File: src/rtl/midi_pkg.sv
// Shared constants and state types for the MIDI note receiver.
package midi_pkg;
  localparam logic [3:0] NOTE_OFF = 4'h8;
  localparam logic [3:0] NOTE_ON  = 4'h9;
  localparam logic [7:0] RT_MIN   = 8'hF8;
  localparam logic [7:0] SYS_MIN  = 8'hF0;

  typedef enum logic [1:0] {IDLE, START, DATA, STOP} rx_state_e;
  typedef enum logic [1:0] {NO_STATUS, DATA1, DATA2} parse_phase_e;

  // 7-bit velocity stretched to the 10-bit amp range
  function automatic logic [9:0] amp_of(input logic [6:0] v);
    return {v, v[6:4]};
  endfunction
endpackage

File: src/rtl/midi_uart_rx.sv
// 8N1 serial byte receiver with 2-FF input synchronizer and mid-bit sampling.
module midi_uart_rx
  import midi_pkg::*;
#(
  parameter int CLKSPEED = 48_000_000,
  parameter int BAUD     = 31250
) (
  input  logic       clk,
  input  logic       rst,
  input  logic       rx,
  output logic [7:0] data,
  output logic       byte_valid,
  output logic       frame_err
);
  localparam int DIV = CLKSPEED / BAUD;
  localparam int CW  = (DIV > 2) ? $clog2(DIV) : 1;
  localparam logic [CW-1:0] FULL = CW'(DIV - 1);
  localparam logic [CW-1:0] HALF = CW'(DIV / 2 - 1);

  rx_state_e     state, state_n;
  logic          rx_meta, rx_s, wait_hi, bit_done;
  logic [CW-1:0] cnt;
  logic [2:0]    bit_idx;
  logic [7:0]    shreg;

  always_comb begin
    state_n  = state;
    bit_done = 1'b0;
    case (state)
      IDLE:  if (!rx_s && !wait_hi) state_n = START;
      START: begin
        bit_done = (cnt == HALF);
        if (bit_done) state_n = rx_s ? IDLE : DATA;
      end
      DATA: begin
        bit_done = (cnt == FULL);
        if (bit_done && bit_idx == 3'd7) state_n = STOP;
      end
      STOP: begin
        bit_done = (cnt == FULL);
        if (bit_done) state_n = IDLE;
      end
      default: state_n = IDLE;
    endcase
  end

  always_ff @(posedge clk) begin
    if (rst) begin
      state      <= IDLE;
      rx_meta    <= 1'b1;
      rx_s       <= 1'b1;
      wait_hi    <= 1'b0;
      cnt        <= '0;
      bit_idx    <= '0;
      shreg      <= '0;
      data       <= '0;
      byte_valid <= 1'b0;
      frame_err  <= 1'b0;
    end else begin
      rx_meta    <= rx;
      rx_s       <= rx_meta;
      state      <= state_n;
      byte_valid <= 1'b0;
      frame_err  <= 1'b0;
      cnt        <= (state == IDLE || bit_done) ? '0 : cnt + 1'b1;
      if (state == IDLE && rx_s) wait_hi <= 1'b0;
      if (state == START) bit_idx <= '0;
      if (state == DATA && bit_done) begin
        shreg   <= {rx_s, shreg[7:1]};
        bit_idx <= bit_idx + 3'd1;
      end
      // A low stop bit means we may be mid-frame: hold off until the line idles
      if (state == STOP && bit_done) begin
        if (rx_s) begin
          data       <= shreg;
          byte_valid <= 1'b1;
        end else begin
          frame_err <= 1'b1;
          wait_hi   <= 1'b1;
        end
      end
    end
  end
endmodule

File: src/rtl/midi_note_rx.sv
// MIDI Note On/Off decoder driving a monophonic note/velocity/gate/amp interface.
module midi_note_rx
  import midi_pkg::*;
#(
  parameter int CLKSPEED = 48_000_000,
  parameter int BAUD     = 31250,
  parameter int CHANNEL  = 0,
  parameter int OMNI     = 0
) (
  input  logic       clk,
  input  logic       rst,
  input  logic       rx,
  output logic [6:0] note,
  output logic [6:0] velocity,
  output logic       gate,
  output logic [9:0] amp,
  output logic       note_valid,
  output logic       frame_err
);
  logic [7:0]   rx_byte, status;
  logic [6:0]   key, vel_in;
  logic         byte_valid, status_wr, key_wr, msg_done, chan_ok, is_on, is_off;
  parse_phase_e phase, phase_n;

  midi_uart_rx #(.CLKSPEED(CLKSPEED), .BAUD(BAUD)) u_uart (
    .clk(clk), .rst(rst), .rx(rx),
    .data(rx_byte), .byte_valid(byte_valid), .frame_err(frame_err)
  );

  assign vel_in  = rx_byte[6:0];
  assign chan_ok = (OMNI != 0) || (status[3:0] == 4'(CHANNEL));
  assign is_on   = (status[7:4] == NOTE_ON);
  assign is_off  = (status[7:4] == NOTE_OFF);

  // Real-time bytes fall through untouched so they can sit between key and vel
  always_comb begin
    phase_n   = phase;
    status_wr = 1'b0;
    key_wr    = 1'b0;
    msg_done  = 1'b0;
    if (byte_valid && rx_byte < RT_MIN) begin
      if (rx_byte >= SYS_MIN) phase_n = NO_STATUS;
      else if (rx_byte[7]) begin
        status_wr = 1'b1;
        phase_n   = DATA1;
      end else begin
        case (phase)
          DATA1: begin key_wr = 1'b1; phase_n = DATA2; end
          DATA2: begin msg_done = 1'b1; phase_n = DATA1; end
          default: phase_n = phase;
        endcase
      end
    end
  end

  always_ff @(posedge clk) begin
    if (rst) begin
      phase      <= NO_STATUS;
      status     <= '0;
      key        <= '0;
      note       <= '0;
      velocity   <= '0;
      gate       <= 1'b0;
      amp        <= '0;
      note_valid <= 1'b0;
    end else begin
      phase      <= phase_n;
      note_valid <= 1'b0;
      if (status_wr) status <= rx_byte;
      if (key_wr) key <= rx_byte[6:0];
      if (msg_done && chan_ok) begin
        if (is_on && vel_in != 7'd0) begin
          note       <= key;
          velocity   <= vel_in;
          gate       <= 1'b1;
          amp        <= amp_of(vel_in);
          note_valid <= 1'b1;
        end else if ((is_on || is_off) && gate && key == note) begin
          gate       <= 1'b0;
          velocity   <= '0;
          amp        <= '0;
          note_valid <= 1'b1;
        end
      end
    end
  end
endmodule
File: config.mk
export PLATFORM = sky130hd
export DESIGN_NAME = midi_note_rx
export DESIGN_NICKNAME = d
export VERILOG_FILES = /design/src/rtl/midi_pkg.sv /design/src/rtl/midi_uart_rx.sv /design/src/rtl/midi_note_rx.sv
export SDC_FILE = /design/constraint.sdc
export NUM_CORES = 1
export LEC_CHECK = 0
export ABC_AREA = 1
export BUFFER_PORTS_ARGS = -buffer_cell sky130_fd_sc_hd__buf_2
export CORE_MARGIN = 5
export CORE_UTILIZATION = 63
export DETAILED_ROUTE_END_ITERATION = 6
export GPL_ROUTABILITY_DRIVEN = 0
export HOLD_SLACK_MARGIN = 0.1
export PLACE_DENSITY = 0.84
export SKIP_CTS_REPAIR_TIMING = 1
export SYNTH_ARGS = -nofsm -noshare
export SYNTH_HDL_FRONTEND = slang
export SYNTH_HIERARCHICAL = 1
export SYNTH_SLANG_ARGS = --single-unit
File: constraint.sdc
create_clock -name clk -period 3.54 [get_ports clk]
set_clock_uncertainty 0.2 [all_clocks]
set_input_delay 0.177 -clock clk [delete_from_list [all_inputs] [get_ports clk]]
set_output_delay 0.177 -clock clk [all_outputs]
set_load 0.02 [all_outputs]
Yosys cells after proc, flatten, opt, wreduce, memory -nomap -nowiden

Cells that the tools add are included.

Flip-flop bits (word level): 80
Bits of input ports: 3
Output and inout bits: 27
Word-level logic and storage cells: 104

Add/subtract/negate cells: 2
$lt $le $gt $ge: 2
Equality and inequality tests: 15
Muxes and demuxes: 36
Bitwise gates (word level): 2
Reductions and logical operators: 29

Operator list:

| kind                                                      | count |
|---|---|
| two-way mux 1 bit                                         | 20 |
| two-way mux 10 bit                                        | 2 |
| two-way mux 2 bit                                         | 7 |
| two-way mux 7 bit                                         | 2 |
| adder 11 x 1 -> 11 bit (second input constant)            | 1 |
| equality test 11 x 10 -> 1 bit (second input constant)    | 1 |
| equality test 11 bit (second input constant)              | 1 |
| logical AND 1 bit                                         | 10 |
| equality test 4 bit (second input constant)               | 2 |
| greater-or-equal comparator 8 bit (second input constant) | 1 |
| < comparator 8 bit (second input constant)                | 1 |
| != test 2 x 1 -> 1 bit (second input constant)            | 4 |
| case mux 2 bit (4 select lines)                           | 1 |
| AND reduction 2 bit                                       | 4 |
| OR reduction 2 bit                                        | 4 |
| equality test 7 bit                                       | 1 |
| nonzero test 7 bit                                        | 1 |
| equality test 2 bit (second input constant)               | 3 |
| two-way mux 3 bit                                         | 2 |
| equality test 2 x 1 -> 1 bit (second input constant)      | 2 |
| zero test 4 bit                                           | 1 |
| case mux 2 bit (2 select lines)                           | 1 |
| AND reduction 4 bit                                       | 1 |
| nonzero test 2 bit                                        | 2 |
| other kinds (8)                                           | 11 |

Depth between registers and ports, before layout

Gate-level depths: netlist (run 1).

Depth after elaboration: 8
Gate-level depth with buffers: 11

Modules after synthesis

The synthesis (run 1) kept the hierarchy.

Modules (own cells, without submodules):

| module       | times used | cells each | area an instance (µm²) | seq. area each (µm²) |
|---|---|---|---|---|
| midi_note_rx | 1          | 205        | 1555.2                 | 660.6 |
| midi_uart_rx | 1          | 191        | 1546.5                 | 740.7 |

Least setup slack after synthesis (run 1)

No wires, ideal clock.

Path kind: register -> register
Start: register u_uart.cnt[0]
End: register u_uart.cnt[3]
Setup time: 122 ps
Arrival time: 1389 ps
Required time: 3218 ps
Setup slack: 1829 ps
Cell stages (with the launch flop): 11
Path buffers: 2
Path through: dfxtp_1 -> ha_1 -> nand2_2 -> nor2_4 -> nand2_4 -> nor2_4 -> nand2_4 -> buf_6 -> nand3_2 -> buf_6 -> nor3_1

Cells in the longest elaborated chain, start to end: 4
Elaborated cells between the ends (all ways): 6
Classes of those cells: add/sub: 1; eq/ne: 2; mux: 1; reduce/logical: 2

Ends and longest elaborated chain:

| what                                                                           | line               | RTL |
|---|---|---|
| start: declaration                                                             | midi_uart_rx.sv:22 | `logic [CW-1:0] cnt;` |
| start signal: assignment                                                       | midi_uart_rx.sv:65 | `cnt <= (state == IDLE \|\| bit_done) ? '0 : cnt + 1'b1;` |
| parallel branches: the longest is 4 deep, another holds adder 11 x 1 -> 11 bit | --                 |  |

Several ways; the timed one is not identified.
A chain may end at the register's enable or synchronous reset.

Final worst setup path (run 1)

Start: register u_uart.cnt[0]
End: register u_uart.bit_idx[0]

Cells in the longest elaborated chain, start to end: 4
Elaborated cells between the ends (all ways): 6
Classes of those cells: eq/ne: 2; mux: 2; reduce/logical: 2

Ends and longest elaborated chain:

| what                                                                   | line                                                       | RTL |
|---|---|---|
| equality test 11 bit or equality test 11 x 10 -> 1 bit (tied branches) | midi_uart_rx.sv:36, midi_uart_rx.sv:40, midi_uart_rx.sv:32 |  |
| case mux 1 bit (2 select lines) (*)                                    | midi_uart_rx.sv:29                                         | `case (state)` |
| logical AND 1 bit (*)                                                  | midi_uart_rx.sv:68                                         | `if (state == DATA && bit_done) begin` |
| two-way mux 3 bit or nonzero test 2 bit (tied branches)                | --                                                         |  |
| end signal: assignment                                                 | midi_uart_rx.sv:70                                         | `bit_idx <= bit_idx + 3'd1;` |
| end: declaration                                                       | midi_uart_rx.sv:23                                         | `logic [2:0] bit_idx;` |

Mark *: on every way between the ends. The rest lies on a longest branch, timed or not.

==> summary.md, run 1 <==
| Metric | Value |
|---|---|
| Sink Count | `70` |
| Slew Limit Headroom | `61.4%` |
| Iteration count of the initial detailed-routing pass | `4` |
| Multi-input gate area | `1390 sq um` |
| Die Ht | `80.2 microns` |
| Crit share post-route | `53.8%` |
| GR Util All Layers | `20.6%` |
| Area Growth Syn to Fin | `8.79%` |
| Yosys warning count | `6` |
| Critical path class | `register to register` |
| Achievable Freq | `525 MHz` |
| Ant diodes | `0` |
| RSZ-0062 raised after global routing | `no` |
| Critical path, cell by cell | `ha_1 > nand2_2 > nor2_4 > nand2_4 > nor2_4 > nand2_4 > nor2_4 > o21ai_0 > nor2_1` |
| Area of the core | `4750 sq um` |
| # port buffers | `29` |
| Synth top area share | `45.2%` |
| Hold Path Class | `primary input to register` |
| Sequential share of the synthesized area | `45.2%` |
| Netlist cell types | `34` |
| Most used cell, CP | `nor2_4` |
| Non-filler cells, final | `488` |
| Top Ports | `30` |
| Final instance area | `3370 sq um` |
| Synth area leader | `dfxtp_1` |
| Share of cells above drive strength 1 | `17.8%` |
| Commonest cells post-synth | `dfxtp_1 (70), nor2_1 (63), nand2_1 (57)` |
| Initial DRC count | `189` |
| Htree depth | `3` |
| Mapped cell area | `3100 sq um` |
| Post-route ant nets | `0` |
| Post-Synth Adder-Cell Area | `2.02%` |
| Root buffer cell | `clkbuf_8` |
| Status | `completed` |
| FP Rows | `25` |
| Die area | `6430 sq um` |
| Lkg Pwr | `1.40 nW` |
| Hold_sp | `rst` |
| Worst path arrival time | `1.97 ns` |
| DR vias/cell | `5.10` |
| Die W | `80.2 microns` |
| Vias in the first global route | `2337` |
| Layout Utilization | `71.0%` |
| DPL Wire Length | `4180 microns` |
| TritonCTS buffer count | `9` |
| Fraction of the mapped netlist area in compound gates | `12.5%` |
| Simple-gate area share of the yosys netlist | `27.7%` |
| Net Count, Synth | `404` |
| CP Capture Type | `register` |
| Initial Util | `65.2%` |
| Routed len/inst | `12.1 microns` |
| Nets@finish | `424` |
| Overflow after GRT | `0` |
| Fillers | `397` |
| Critical path peak fanout | `11` |
| Worst skew pair latency | `0.34 ns` |
| Count leader, synth | `dfxtp_1` |
| Post-synth ARST share | `0%` |
| First-pass GRT wire length | `10500 microns` |
| Max-slew violations | `0` |
| Placed inst area | `3170 sq um` |
| Xor-xnor portion of the synthesized cell area | `2.54%` |
| Routed Wire Length | `5910 microns` |
| Final setup violation count | `0` |
| Dpl cells | `471` |
| Pwr Density | `436 nW/um^2` |
| Max_cap viols | `0` |
| Initial antenna violation count | `0` |
| TritonCTS clock tree | `built` |
| Register area | `1400 sq um` |
| Worst vdd ir | `274 uV` |
| Crit path time final | `1.90 ns` |
| Startpoint types | `register` |
| Post-Syn Instances | `396` |
| Required @ worst endpoint | `3.61 ns` |
| Fraction of synthesized area in multiplexers | `0%` |
| CTS Buffer Depth | `2` |
| Crit path launch | `u_uart/cnt[0]` |
| Top FF cell, synth | `dfxtp_1` |
| Clk pin slew, worst setup/hold paths | `0.08 ns` |
| Final setup TNS | `0 ns` |
| Post-synth EDFFs | `0` |
| Largest family of logic cells by synthesized area | `simple AND/OR/NAND/NOR gates` |
| Slowest stage cell, crit path | `dfxtp_1` |
| Synth Register Bits | `70` |
| # DRC | `0` |
| Via count | `2491` |
| Post-synthesis average cell area | `7.83 sq um` |
| Slew @ Worst Pin | `0.578 ns` |
| Endpoints failing hold | `0` |
| Largest net degree at the start of global routing | `28` |
| Dominant cells by area after synthesis | `dfxtp_1 (45%), nor2_1 (7.6%), nand2_1 (6.9%)` |
| Slowest Stage Delay on Critical Path | `0.35 ns` |
| RR Startpoint | `u_uart/cnt[0]` |
-- cell type report --
cell class	count	area share, %
clock buffers	9	3.67
repair buffers	30	4.60
inverters	39	4.41
flip-flops and latches	70	41.5
multi-input cells	266	41.1
well taps	67	2.48
clock inverters	7	2.19
-- cells in the final DEF (no fill, tap or decap), types with 4 or more instances in the layout --
cell type	synthesis	layout
a21oi_1	35	35
xnor2_1	6	6
nor2_4	5	5
nor3_1	12	12
ha_1	5	5
dfxtp_1	70	70
nand2_2	4	4
or2_2	4	4
inv_1	36	36
nand4_1	6	6
o21ai_0	33	33
nor2_1	63	63
buf_2	2	29
nand3_1	13	13
nand2_4	4	4
clkbuf_8	0	9
nand2_1	57	57
nand3_2	4	4
-- sequential cells by signal, indices dropped and copies added (netlist names), named ones only --
register and cells:
u_uart/shreg 8, u_uart/rx_s 1, u_uart/byte_valid 1, u_uart/rx_meta 1, velocity 6, u_uart/frame_err 1
u_uart/wait_hi 1, gate 1, u_uart/cnt 11, amp 1, phase 2, u_uart/state 1
status 8, key 7, note 7, u_uart/data 8, note_valid 1, u_uart/bit_idx 3
-- power by group --
group	switching [mW]	leakage [nW]	internal, mW	total (mW)
Sequential	0.00673	0.564	0.790	0.797
Combinational	0.0251	0.735	0.0105	0.0356
Clock	0.310	0.0996	0.327	0.638
-- metal layers --
layer  part of all wire (%)  up-vias  GRT usage, %
met1                     47     1132          25.4
met2                     48       48          34.6
met3                    3.2        9          4.15
met4                    1.4        0          8.95
li1                       -     1302             -
met5                      0        -             0
-- worst paths after layout --
kind	endpoint	slack [ns]	depth (start not counted)
hold reg to reg	u_uart/rx_s	0.21	1
hold / removal	status[7]	0.12	2
setup / recovery	u_uart/bit_idx[0]	1.64	9
setup reg to reg	u_uart/bit_idx[0]	1.64	9
-- per-stage QoR --
stage | power (mW) | setup WS [ns] | hold WS [ns]
finish | 1.47 | 1.64 | 0.117
global route | 1.53 | 1.41 | 0.147
detailed placement | 0.850 | 1.66 | 0.163
global placement | 0.849 | 1.73 | 0.163
floorplan | 0.843 | 1.83 | 0.0461
CTS | 1.48 | 1.65 | -0.195
-- critical path, delay by kind of cell, from the launching register on --
family | cells | cell delay [ns]
AND/OR/NAND/NOR | 7 | 0.98
flip-flops | 1 | 0.35
adder cells (fa/ha/maj) | 1 | 0.19
AO/OA/AOI/OAI | 1 | 0.12
-- cells by family (layout without fill, tap and decap cells) --
kind of cell | Yosys count | after routing
fa+ha+maj | 5 | 5
buf+inv | 60 | 85
flops | 70 | 70
xor+xnor | 9 | 9
compound gates | 74 | 74
simple gates | 178 | 178
Note: power is estimated with default switching activity, not from simulation.
==> inputs of run 2 (changes only) <==
--- a/config.mk
+++ b/config.mk
@@ -5,14 +5,14 @@
 export SDC_FILE = /design/constraint.sdc
 export NUM_CORES = 1
 export LEC_CHECK = 0
-export ABC_AREA = 1
+export ABC_AREA = 0
 export BUFFER_PORTS_ARGS = -buffer_cell sky130_fd_sc_hd__buf_2
 export CORE_MARGIN = 5
-export CORE_UTILIZATION = 63
+export CORE_UTILIZATION = 58
 export DETAILED_ROUTE_END_ITERATION = 6
 export GPL_ROUTABILITY_DRIVEN = 0
 export HOLD_SLACK_MARGIN = 0.1
-export PLACE_DENSITY = 0.84
+export PLACE_DENSITY = 0.78
 export SKIP_CTS_REPAIR_TIMING = 1
 export SYNTH_ARGS = -nofsm -noshare
 export SYNTH_HDL_FRONTEND = slang
==> constraint.sdc (replaced) <==
create_clock -name clk -period 1.98 [get_ports clk]
set_clock_uncertainty 0.2 [all_clocks]
set_input_delay 0.099 -clock clk [delete_from_list [all_inputs] [get_ports clk]]
set_output_delay 0.099 -clock clk [all_outputs]
set_load 0.02 [all_outputs]
==> run 2 against run 1 <==
  * Via count up 5.1%
  * Sequential power is 78% higher
  * First-iteration DRC count fell by 11%
  * Sequential share of layout area down 4.1 points
  * Register-to-register slack lost 1.6 ns
  * Worst hold slack improved by 0.11 ns
  * Flip-flop and latch count unchanged
  * Synthesized area up 3.3%
  * Clock power increased by 110%
  * Setup slack lost 1.6 ns
  * Largest cell class is now multi-input gates
  * Largest power group unchanged
==> summary.md, run 2 <==
| Metric | Value |
|---|---|
| Crit path time final | `1.95 ns` |
| Vias in the first global route | `2515` |
| Synth Register Bits | `70` |
| Sink Count | `70` |
| Post-Syn Instances | `342` |
| Most frequent cells in the layout | `dfxtp_1 (69), buf_2 (29), mux2i_1 (24)` |
| Commonest cells post-synth | `dfxtp_1 (70), mux2i_1 (24), nor2_1 (24)` |
| Critical path class | `register to register` |
| Post-synth ARST share | `0%` |
| Ant diodes | `0` |
| Mapped cell area | `3210 sq um` |
| RSZ-0062 raised after global routing | `yes` |
| GR Util All Layers | `19.0%` |
| Die W | `84.3 microns` |
| Status | `completed` |
| Top reg by flops | `u_uart/cnt` |
| Die Ht | `84.3 microns` |
| Critical path peak fanout | `5` |
| Area Growth Syn to Fin | `16.8%` |
| Max-slew violations | `0` |
| # DRC | `0` |
| Overflow after GRT | `0` |
| # port buffers | `29` |
| Final setup violation count | `0` |
| Count leader, synth | `dfxtp_1` |
| Largest net degree at the start of global routing | `62` |
| Pwr Density | `759 nW/um^2` |
| Share of cells above drive strength 1 | `21.5%` |
| Lkg Pwr | `1.56 nW` |
| Initial DRC count | `168` |
| Initial Util | `58.9%` |
| Slew Limit Headroom | `68.2%` |
| Die area | `7110 sq um` |
| Number of flip-flops in the largest register | `11` |
| Post-synthesis average cell area | `9.37 sq um` |
| Max_cap viols | `0` |
| Slew @ Worst Pin | `0.475 ns` |
| Startpoint types | `register` |
| Achievable Freq | `513 MHz` |
| Root buffer cell | `clkbuf_8` |
| Crit share post-route | `98.5%` |
| Top Ports | `30` |
| Required @ worst endpoint | `2.02 ns` |
| First-pass GRT wire length | `11000 microns` |
| Sequential share of the synthesized area | `43.7%` |
| TritonCTS buffer count | `9` |
| Layout Utilization | `68.8%` |
| TritonCTS clock tree | `built` |
| Yosys warning count | `6` |
| Area of the core | `5440 sq um` |
| DPL Wire Length | `4550 microns` |
| Endpoints failing hold | `0` |
| Setup Slack @ Placement | `0.0675 ns` |
| Net Count, Synth | `350` |
| Most common cell after layout, fill and taps aside | `dfxtp_1` |
| Initial antenna violation count | `0` |
| Worst vdd ir | `434 uV` |
| Clk pin slew, worst setup/hold paths | `0.07 ns` |
| CTS Buffer Depth | `2` |
| Worst skew pair latency | `0.35 ns` |
| Top FF cell, synth | `dfxtp_1` |
| Nets@finish | `379` |
| DR vias/cell | `5.84` |
| Post-route ant nets | `0` |
| Hold Path Class | `register to register` |
| Routed Wire Length | `6750 microns` |
| Via count | `2618` |
| Dominant cells by area after synthesis | `dfxtp_1 (44%), mux2i_1 (7.5%), nand2b_1 (3.3%)` |
| Synth top area share | `43.7%` |
| Routed len/inst | `15.1 microns` |
| CP Capture Type | `register` |
| Iteration count of the initial detailed-routing pass | `4` |
| Post-synth EDFFs | `0` |
| Worst path arrival time | `1.99 ns` |
| FP Rows | `27` |
| Fin worst setup slack | `0.0297 ns` |
| Synth area leader | `dfxtp_1` |
| Htree depth | `3` |
| Netlist cell types | `57` |
run 2: changes by cell type after synthesis, moves of 6 or more:
cell and delta:
or3_1 +6, mux2i_1 +24, a21oi_1 -21, inv_1 -24, a211oi_1 +6, clkbuf_1 +12, nor2_1 -39, nor3b_1 +6
nand2b_1 +17, nand2_1 -50, o21ai_0 -19
run 2: cells by family (layout without fill, tap and decap cells):
| logic type | count (synthesis) | count (layout) | share of synthesized area (%) |
|---|---|---|---|
| multiplexers | 24 | 24 | 7.49 |
| flip-flops | 70 | 70 | 43.7 |
| AO/OA/AOI/OAI | 63 | 64 | 13.6 |
| XOR/XNOR | 10 | 10 | 2.73 |
| adder cells (fa/ha/maj) | 5 | 5 | 1.95 |
| buffers and inverters | 44 | 77 | 6.79 |
| AND/OR/NAND/NOR | 126 | 126 | 23.7 |
run 2: report_power, final:
| group | switching [mW] | total (mW) | internal [mW] |
|---|---|---|---|
| clock | 0.521 | 1.36 | 0.837 |
| combinational | 0.0353 | 0.0639 | 0.0286 |
| sequential | 0.00655 | 1.42 | 1.41 |
| total | 0.562 | 2.84 | 2.28 |
run 2: stage by stage:
stage	area [sq um]	total power [mW]	instances	hold slack [ns]	TNS [ns]
after floorplan	3210	1.49	342	0.00281	0
after global placement	3410	1.51	428	0.0830	0
after detailed placement	3410	1.51	428	0.0885	0
after CTS	3640	2.86	444	-0.285	0
after global routing	3740	2.95	448	0.245	-0.157
final	3740	2.84	448	0.225	0
run 2: layout make-up:
type	instances	area, sq um
multi-input cells	229	1660
clock inverters	4	95.1
inverters	12	45.0
repair buffers	49	319
fillers	441	1700
flip-flops and latches	70	1400
well taps	72	90.1
clock buffers	12	135
run 2: metal layers:
| metal | up-vias | track usage, % | wire length, microns |
|---|---|---|---|
| li1 | 1294 | - | - |
| met1 | 1236 | 21.8 | 2840 |
| met2 | 65 | 33.9 | 3350 |
| met3 | 23 | 3.04 | 355 |
| met4 | 0 | 10.1 | 206 |
| met5 | - | 0 | 0 |
run 2: worst max-delay path, cell delays in order (launching register included):
cell and delay [ns]:
dfxtp_2 0.33, or4_4 0.58, o41a_1 0.50, nand2_2 0.15, o32ai_1 0.08
run 2: final timing paths:
kind                  start     endpoint  slack [ns]  cells after the start
max          u_uart/data[6]  velocity[5]        0.03                      4
min          u_uart/rx_meta  u_uart/rx_s        0.23                      1
max reg2reg  u_uart/data[6]  velocity[5]        0.03                      4
min reg2reg  u_uart/rx_meta  u_uart/rx_s        0.23                      1
==> inputs of run 3 (changes only) <==
--- a/config.mk
+++ b/config.mk
@@ -8,11 +8,10 @@
 export ABC_AREA = 0
 export BUFFER_PORTS_ARGS = -buffer_cell sky130_fd_sc_hd__buf_2
 export CORE_MARGIN = 5
-export CORE_UTILIZATION = 58
+export CORE_UTILIZATION = 45
 export DETAILED_ROUTE_END_ITERATION = 6
 export GPL_ROUTABILITY_DRIVEN = 0
 export HOLD_SLACK_MARGIN = 0.1
-export PLACE_DENSITY = 0.78
 export SKIP_CTS_REPAIR_TIMING = 1
 export SYNTH_ARGS = -nofsm -noshare
 export SYNTH_HDL_FRONTEND = slang
==> run 3 against run 2 <==
  * Die area up 25%
  * Highest routed layer unchanged
  * Combinational power increased by 0.6%
  * Design area down 0.37%
  * Flip-flop and latch count unchanged
  * Sequential share of layout area grew 0.10 points
  * Critical path type unchanged
  * Critical path depth unchanged
  * Sequential power about the same
==> summary.md, run 3 (synthesis gave the netlist of run 2 again) <==
| Metric | Value |
|---|---|
| Status | `completed` |
| Vias in the first global route | `2398` |
| Die Ht | `94.4 microns` |
| Routed len/inst | `13.8 microns` |
| Worst skew pair latency | `0.34 ns` |
| Initial DRC count | `108` |
| Hold Path Class | `register to register` |
| Hold Path Sink | `u_uart/rx_s` |
| Top Ports | `30` |
| Largest net degree at the start of global routing | `51` |
| DPL Wire Length | `4670 microns` |
| Die W | `94.4 microns` |
| R2R depth | `4` |
| Area Growth Syn to Fin | `16.4%` |
| TritonCTS clock tree | `built` |
| Lkg Pwr | `1.57 nW` |
| Most common cell after layout, fill and taps aside | `dfxtp_1` |
| Fillers | `655` |
| Nets@finish | `384` |
| Register area | `1400 sq um` |
| Most frequent cells in the layout | `dfxtp_1 (70), buf_2 (29), nor2_1 (24), mux2i_1 (24), buf_4 (23)` |
| Initial antenna violation count | `0` |
| Slew @ Worst Pin | `0.523 ns` |
| Dpl cells | `459` |
| GR Util All Layers | `15.4%` |
| Max-slew violations | `0` |
| Non-filler cells, final | `477` |
| Via count | `2558` |
| RR Endpoint | `velocity[2]` |
| Crit path time final | `1.88 ns` |
| Worst path arrival time | `1.92 ns` |
| Slowest stage cell, crit path | `or4_4` |
| TritonCTS buffer count | `9` |
| Number of flip-flops in the largest register | `11` |
| DR vias/cell | `5.36` |
| Critical path, cell by cell | `or4_4 > o41ai_4 > nor2_1 > o41ai_1` |
| Hold_sp | `u_uart/rx_meta` |
| Required @ worst endpoint | `2.02 ns` |
| # port buffers | `29` |
| First-pass GRT wire length | `10900 microns` |
| Multi-input gate area | `1620 sq um` |
| Layout Utilization | `54.3%` |
| R2r setup slk | `0.1 ns` |
| Ant diodes | `0` |
| Clk pin slew, worst setup/hold paths | `0.07 ns` |
| Tot Pwr | `2.56 mW` |
| Slew Limit Headroom | `65.0%` |
| CTS Buffer Depth | `2` |
| Pwr Density | `687 nW/um^2` |
| Overflow after GRT | `0` |
| Slowest Stage Delay on Critical Path | `0.56 ns` |
| Share of cells above drive strength 1 | `21.5%` |
| Final setup TNS | `0 ns` |
| Critical path peak fanout | `4` |
| Top reg by flops | `u_uart/cnt` |
| CP Capture Type | `register` |
| Die area | `8910 sq um` |
| Root buffer cell | `clkbuf_8` |
| # DRC | `0` |
| Iteration count of the initial detailed-routing pass | `4` |
| Sink Count | `70` |
| Critical path class | `register to register` |
| Routed Wire Length | `6580 microns` |
| RR Startpoint | `u_uart/data[3]` |
| Max_cap viols | `0` |
| Endpoints failing hold | `0` |
| Htree depth | `3` |
| Startpoint types | `register` |
| Crit share post-route | `95.2%` |
| Area of the core | `6870 sq um` |
| Worst Hold Path Cells | `1` |
| Achievable Freq | `531 MHz` |
| Post-route ant nets | `0` |
| Initial Util | `46.7%` |
| Worst vdd ir | `409 uV` |
| FP Rows | `30` |
| Final setup violation count | `0` |
| Hold_ws | `0.209 ns` |
-- run 3: cell count changes in the layout (fill, tap and decap cells not counted), moves of 2 or more --
cell,before,now
clkinv_2,1,4
a211oi_2,2,0
a211oi_1,5,7
bufinv_16,3,1
o41a_1,2,0
buf_4,15,23
-- run 3: layer usage --
layer / vias up / global-route usage [%] / share of wire (%)
met5: - / 0 / 0
met4: 0 / 4.81 / 0.96
met3: 5 / 5.02 / 3.4
met2: 45 / 26.1 / 48
met1: 1198 / 18.4 / 47
li1: 1310 / - / -
-- run 3: stage by stage --
step / instance area, sq um / setup WS, ns
5_1_grt: 3730 / -0.00963
6_report: 3730 / 0.0956
3_5_place_dp: 3490 / 0.0184
2_1_floorplan: 3210 / 0.129
4_1_cts: 3670 / 0.00664
3_3_place_gp: 3490 / 0.0768
-- run 3: final cells by class --
class / count / area share, %
timing repair buffer: 55 / 9.59
clock inverter: 5 / 1.34
multi-input combinational: 228 / 43.5
sequential: 70 / 37.6
clock buffer: 11 / 3.52
tap: 96 / 3.22
inverter: 12 / 1.21
-- run 3: how the worst max path moves through the flow --
stage / startpoint / end / slack [ns] / cells past startpoint
6_report: u_uart/data[3] / velocity[2] / 0.1 / 4
5_1_grt: u_uart/data[3] / velocity[3] / -0.01 / 4
4_1_cts: u_uart/data[3] / amp[2] / 0.007 / 4
3_5_place_dp: u_uart/data[3] / amp[2] / 0.02 / 4
3_3_place_gp: u_uart/data[3] / velocity[2] / 0.08 / 4
2_1_floorplan: u_uart/data[3] / amp[2] / 0.13 / 5
-- run 3: where the power goes --
group / switching [mW] / leakage, nW / total [mW] / internal, mW
Clock: 0.508 / 0.0968 / 1.08 / 0.574
Combinational: 0.0369 / 0.905 / 0.0643 / 0.0274
Sequential: 0.00412 / 0.564 / 1.42 / 1.41
-- run 3: worst max-delay path: cells and delay by family (launching register included) --
kind / cells / cell delay (ns)
and+or+nand+nor: 2 / 0.71
AOI/OAI and AO/OA: 2 / 0.57
DFF: 1 / 0.31
